## src/rtl/cache_refill_pkg.sv

```systemverilog
// Shared constants, FSM state type and address-field helpers for the cache
// line refill engine and the tag lookup that feeds it.
package cache_refill_pkg;

  localparam int CR_TAG_W  = 22;
  localparam int CR_IDX_W  = 5;
  localparam int CR_WORDS  = 8;
  localparam int CR_WORD_W = $clog2(CR_WORDS);

  typedef enum logic [2:0] {
    ST_IDLE,
    ST_INVAL,
    ST_REQ,
    ST_FILL,
    ST_COMMIT
  } state_e;

  function automatic logic [CR_TAG_W-1:0] addr_tag(input logic [31:0] addr);
    return addr[31 -: CR_TAG_W];
  endfunction

  function automatic logic [CR_IDX_W-1:0] addr_idx(input logic [31:0] addr);
    return addr[31-CR_TAG_W -: CR_IDX_W];
  endfunction

  function automatic logic [CR_WORD_W-1:0] addr_word(input logic [31:0] addr);
    return addr[2 +: CR_WORD_W];
  endfunction

endpackage

```

## src/rtl/cache_refill_ctr.sv

```systemverilog
// Wrapping beat counter: remembers its load value so terminal count fires on
// the last beat of a burst regardless of where the burst started.
module cache_refill_ctr #(
  parameter int W = 3
) (
  input  logic         clk,
  input  logic         rst,
  input  logic         load,
  input  logic [W-1:0] load_val,
  input  logic         inc,
  output logic [W-1:0] cnt,
  output logic         tc
);

  logic [W-1:0] cnt_q, cnt_d;
  logic [W-1:0] start_q, start_d;

  always_comb begin
    cnt_d   = cnt_q;
    start_d = start_q;
    if (load) begin
      cnt_d   = load_val;
      start_d = load_val;
    end else if (inc) begin
      cnt_d = cnt_q + 1'b1;
    end
  end

  always_ff @(posedge clk or posedge rst) begin
    if (rst) begin
      cnt_q   <= '0;
      start_q <= '0;
    end else begin
      cnt_q   <= cnt_d;
      start_q <= start_d;
    end
  end

  assign cnt = cnt_q;
  // Last beat is the one whose successor would wrap back to the start word.
  assign tc  = ((cnt_q + W'(1)) == start_q);

endmodule

```

## src/rtl/cache_refill.sv

```systemverilog
// Cache miss refill engine: invalidate, burst-read a line, commit its tag.
// Define CACHE_REFILL_CRIT_WORD_EN for critical-word-first bursts with forwarding.
module cache_refill
  import cache_refill_pkg::*;
#(
  parameter int TAG_W = CR_TAG_W,
  parameter int IDX_W = CR_IDX_W,
  parameter int WORDS = CR_WORDS
) (
  input  logic                     clk,
  input  logic                     rst,
  input  logic                     req_valid,
  input  logic [31:0]              req_addr,
  input  logic                     lookup_hit,
  output logic                     stall,
  output logic                     mem_req,
  output logic [31:0]              mem_addr,
  input  logic                     mem_ack,
  input  logic                     mem_rvalid,
  input  logic [31:0]              mem_rdata,
  output logic                     data_we,
  output logic [IDX_W-1:0]         data_idx,
  output logic [$clog2(WORDS)-1:0] data_word,
  output logic [31:0]              data_wdata,
  output logic                     tag_we,
  output logic                     tag_clr,
  output logic [IDX_W-1:0]         tag_idx,
  output logic [TAG_W-1:0]         tag_wdata,
  output logic                     cpu_rvalid,
  output logic [31:0]              cpu_rdata
);

  localparam int WORD_W = $clog2(WORDS);

`ifdef CACHE_REFILL_CRIT_WORD_EN
  localparam bit CRIT_EN = 1'b1;
`else
  localparam bit CRIT_EN = 1'b0;
`endif

  state_e            state_q, state_d;
  logic [TAG_W-1:0]  tag_q, tag_d;
  logic [IDX_W-1:0]  idx_q, idx_d;
  logic [WORD_W-1:0] word_q, word_d;
  logic              ctr_load, ctr_inc, ctr_tc;
  logic [WORD_W-1:0] ctr_cnt;
  logic              unused_addr_bits;

  assign unused_addr_bits = ^req_addr[1:0];

  cache_refill_ctr #(.W(WORD_W)) u_ctr (
    .clk      (clk),
    .rst      (rst),
    .load     (ctr_load),
    .load_val (word_d),
    .inc      (ctr_inc),
    .cnt      (ctr_cnt),
    .tc       (ctr_tc)
  );

  always_comb begin
    state_d    = state_q;
    tag_d      = tag_q;
    idx_d      = idx_q;
    word_d     = word_q;
    ctr_load   = 1'b0;
    ctr_inc    = 1'b0;
    stall      = 1'b0;
    mem_req    = 1'b0;
    mem_addr   = '0;
    data_we    = 1'b0;
    data_idx   = '0;
    data_word  = '0;
    data_wdata = '0;
    tag_we     = 1'b0;
    tag_clr    = 1'b0;
    tag_idx    = '0;
    tag_wdata  = '0;
    case (state_q)
      ST_IDLE: begin
        // Reset must also silence the combinational miss stall.
        if (req_valid && !lookup_hit && !rst) begin
          stall    = 1'b1;
          tag_d    = addr_tag(req_addr);
          idx_d    = addr_idx(req_addr);
          word_d   = CRIT_EN ? addr_word(req_addr) : '0;
          ctr_load = 1'b1;
          state_d  = ST_INVAL;
        end
      end
      ST_INVAL: begin
        stall   = 1'b1;
        tag_clr = 1'b1;
        tag_idx = idx_q;
        state_d = ST_REQ;
      end
      ST_REQ: begin
        stall    = 1'b1;
        mem_req  = 1'b1;
        mem_addr = {tag_q, idx_q, word_q, 2'b00};
        if (mem_ack) state_d = ST_FILL;
      end
      ST_FILL: begin
        stall = 1'b1;
        if (mem_rvalid) begin
          data_we    = 1'b1;
          data_idx   = idx_q;
          data_word  = ctr_cnt;
          data_wdata = mem_rdata;
          ctr_inc    = 1'b1;
          if (ctr_tc) state_d = ST_COMMIT;
        end
      end
      ST_COMMIT: begin
        stall     = 1'b1;
        tag_we    = 1'b1;
        tag_idx   = idx_q;
        tag_wdata = tag_q;
        state_d   = ST_IDLE;
      end
      default: state_d = ST_IDLE;
    endcase
  end

  always_ff @(posedge clk or posedge rst) begin
    if (rst) begin
      state_q <= ST_IDLE;
      tag_q   <= '0;
      idx_q   <= '0;
      word_q  <= '0;
    end else begin
      state_q <= state_d;
      tag_q   <= tag_d;
      idx_q   <= idx_d;
      word_q  <= word_d;
    end
  end

`ifdef CACHE_REFILL_CRIT_WORD_EN
  assign cpu_rvalid = (state_q == ST_FILL) && mem_rvalid && (ctr_cnt == word_q);
  assign cpu_rdata  = cpu_rvalid ? mem_rdata : '0;
`else
  assign cpu_rvalid = 1'b0;
  assign cpu_rdata  = '0;
`endif

endmodule

```

## config.mk

```make
export PLATFORM = sky130hd
export DESIGN_NAME = cache_refill
export DESIGN_NICKNAME = d
export VERILOG_FILES = /design/src/rtl/cache_refill_pkg.sv /design/src/rtl/cache_refill_ctr.sv /design/src/rtl/cache_refill.sv
export SDC_FILE = /design/constraint.sdc
export NUM_CORES = 1
export LEC_CHECK = 0
export ABC_AREA = 1
export ABC_CLOCK_PERIOD_IN_PS = 4000
export CAP_MARGIN = 20
export CORE_MARGIN = 3
export CORE_UTILIZATION = 36
export CTS_BUF_LIST = sky130_fd_sc_hd__clkbuf_4
export CTS_CLUSTER_SIZE = 8
export DETAILED_ROUTE_END_ITERATION = 12
export GPL_TIMING_DRIVEN = 0
export MAX_ROUTING_LAYER = met4
export PLACE_DENSITY = 0.88
export SETUP_SLACK_MARGIN = 0.3
export SKIP_LAST_GASP = 1
export SYNTH_ARGS = -nofsm -noshare
export SYNTH_HDL_FRONTEND = slang
export SYNTH_SLANG_ARGS = --single-unit
```

## constraint.sdc

```tcl
create_clock -name clk -period 4 [get_ports clk]
set_clock_uncertainty 0.05 [all_clocks]
set_input_delay 0.8 -clock clk [delete_from_list [all_inputs] [get_ports clk]]
set_output_delay 0.8 -clock clk [all_outputs]
set_load 0.05 [all_outputs]
```

==> summary.md <==
| Metric | Value |
|---|---|
| WS Path Type | in2out |
| Arrival @ worst endpoint | 2.56 ns |
| Setup crit start kind | primary input |
| I/O pin count | 207 |
| Number of CTS-inserted buffers | 5 |
| Syn-to-layout area delta | 77.82% |
| Post-Syn Instances | 388 |
| Layout cells sized above 1 | 11.09% |
| Initial core utilization | 37.23% |
| Via count | 2975 |
| Worst Slack Setup Final | 0.5903 ns |
| Post-synthesis register bit count | 39 |
| Count of cell types in the netlist | 22 |
| CP endpoint kind | primary output |
| Post-cts sizing count | 0 |
| Clock Sinks | 39 |
| Largest net degree at the start of global routing | 40 |
| Avg WL per Cell | 12.38 um |
| Max-slew headroom | 44.87% |
| Final Hold Viols | 0 |
| HPWL after detailed placement | 7.050 mm |
| Hold_ws | 0.4672 ns |
| Cell at the root of the clock tree | clkbuf_4 |
| Residual DRC | 0 |
| # rows | 30 |
| CTS tree | built |
| Synth Cell Area | 2544 sq um |
| Global-route wire length before repair | 14.07 mm |
| Hold Path Class | reg2reg |
| EDFF count, synth | 0 |
| Die width | 90.06 um |
| Final Core Density | 66.21% |
| Leak pwr | 2.139 nW |
| CTS clk-pin slew, worst paths | 0.12 ns |
| Min Tclk post-route | 3.410 ns |
| Final instance count without filler cells | 691 |
| Post-CTS setup buffers | 0 |
| Synth warnings | 0 |
| Post-CTS Hold Buffers | 0 |
| Core footprint | 6832 sq um |
| RSZ-0062 raised after global routing | false |
| Final setup fails | 0 |
| Die area | 8111 sq um |
| Grt ovf | 0 |
| Nets | 665 |
| Setup TNS | 0 ns |
| Main synth FF type | dfrtp_1 |
| Largest fanout on the critical path | 10 |
| H-tree levels | 2 |
| Clock Path Buffers | 2 |
| Worst slew pin tran | 0.8257 ns |
| Seq/Total Area, Yosys | 38.37% |
| Post-route ant nets | 0 |
| GRT Overall Usage | 21.81% |
| Latest clock arrival within the worst-skew pair | 0.35 ns |
| Post-Route WL | 8.555 mm |
| PwrDens | 606.5 nW/um^2 |
| Vias per Instance | 4.305 |
| Dpl ws | 0.5822 ns |
| Initial antenna violation count | 0 |
| Ant diodes | 0 |
| Maximum operating frequency | 0.2933 GHz |
| Max-cap violation count | 0 |
| Port-buffer cells | 165 |
| Vias in the first global route | 2959 |
| Dpl cells | 683 |
| Max rail drop VDD | 296.0 uV |
| Data required, critical path | 3.15 ns |
| Chip height | 90.06 um |
| 1st-pass router iterations | 4 |
| RD Place Congestion | 0.8309 |
| Mapped Avg Cell Area | 6.556 sq um |
| Status | completed |
| Crit share post-route | 85.24% |
| Slew Limit Fails | 0 |
| Flop2flop setup slack | 2.48 ns |
| DRT iter0 DRCs | 77 |
| Share of flip-flops with an asynchronous set or reset | 100.0% |
## through the flow
step                area, sq um  total power [mW]
floorplan                  2671             1.921
global placement           4443             2.439
detailed placement         4443             2.488
CTS                        4523             2.764
global route               4523             2.920
finish                     4523             2.743
## critical path: stages
cell and delay (ns):
clkbuf_1 0.26, clkbuf_1 0.36, nand2_1 0.10, nor2_1 0.19, clkdlybuf4s50_1 0.84
## power by group
| group | leakage (nW) | switching (mW) | internal [mW] | total (mW) |
|---|---|---|---|---|
| logic | 1.61 | 1.26 | 0.569 | 1.83 |
| registers | 0.486 | 0.0730 | 0.569 | 0.642 |
| clock network | 0.0432 | 0.139 | 0.132 | 0.271 |
| total | 2.14 | 1.47 | 1.27 | 2.74 |
## cells by family (layout without fill, tap and decap cells)
logic type	after synthesis	count (layout)	share of synthesized area (%)
simple gates	208	208	32.42
buf+inv	107	280	22.09
flops	39	39	38.37
compound gates	31	31	6.148
fa+ha+maj	1	1	0.4918
other cells	1	35	0.1474
xor+xnor	1	1	0.3444
## flip-flops by register name, summed over array words and instances (netlist names)
signal	count
state_q	3
u_ctr.start_q	3
tag_q	22
idx_q	5
u_ctr.cnt	3
word_q	3
## worst paths after layout
check | start | to | cells past startpoint
setup / recovery | mem_rvalid | data_wdata[8] | 5
hold / removal | word_q[1] | word_q[1] | 2
setup reg to reg | state_q[0] | tag_q[14] | 7
hold reg to reg | word_q[1] | word_q[1] | 2
max in group asynchronous | rst | tag_q[10] | 2
min in group asynchronous | rst | u_ctr.start_q[2] | 2
## cell usage in the layout (no fill, tap or decap), types with 5 or more instances in the layout
cell type and n:
dfrtp_1 39, inv_1 48, clkbuf_4 5, conb_1 35, nor2_1 109, o21ai_1 28, clkdlybuf4s50_1 165, buf_2 8
buf_4 38, inv_2 5, nand2_1 81, clkbuf_1 7, nand3_1 8
## metal layers
layer,wire length (um),track usage (%),share of wire [%],up-vias
met5,0,-,0,-
met1,3391,23.81,40,1337
met2,4465,39.89,52,138
li1,-,-,-,1486
met3,527,4.435,6.2,14
met4,171,6.378,2.0,0
## cells in the mapped netlist (2+ instances only)
cell type | instances | share of area [%]
o21ai_1 | 28 | 5.5
clkbuf_1 | 7 | 1.0
nor2_1 | 109 | 16
inv_1 | 49 | 7.2
nand4_1 | 3 | 0.74
nor2_2 | 3 | 0.74
nand3_1 | 8 | 1.6
buf_4 | 38 | 11
inv_2 | 4 | 0.59
nand2_1 | 81 | 12
nand2_2 | 2 | 0.49
dfrtp_1 | 39 | 38
buf_2 | 8 | 1.6
## area by class of cell
class                           instances  area [sq um]
Buffer                                 54         362.8
Clock buffer                            5         37.54
Clock inverter                          3         42.54
Fill cell                             594          2308
Inverter                               53         198.9
Sequential cell                        39         975.9
Timing Repair Buffer                  165          1652
Tap cell                               96         120.1
Multi-Input combinational cell        276          1134
(Power assumes the default switching activity.)
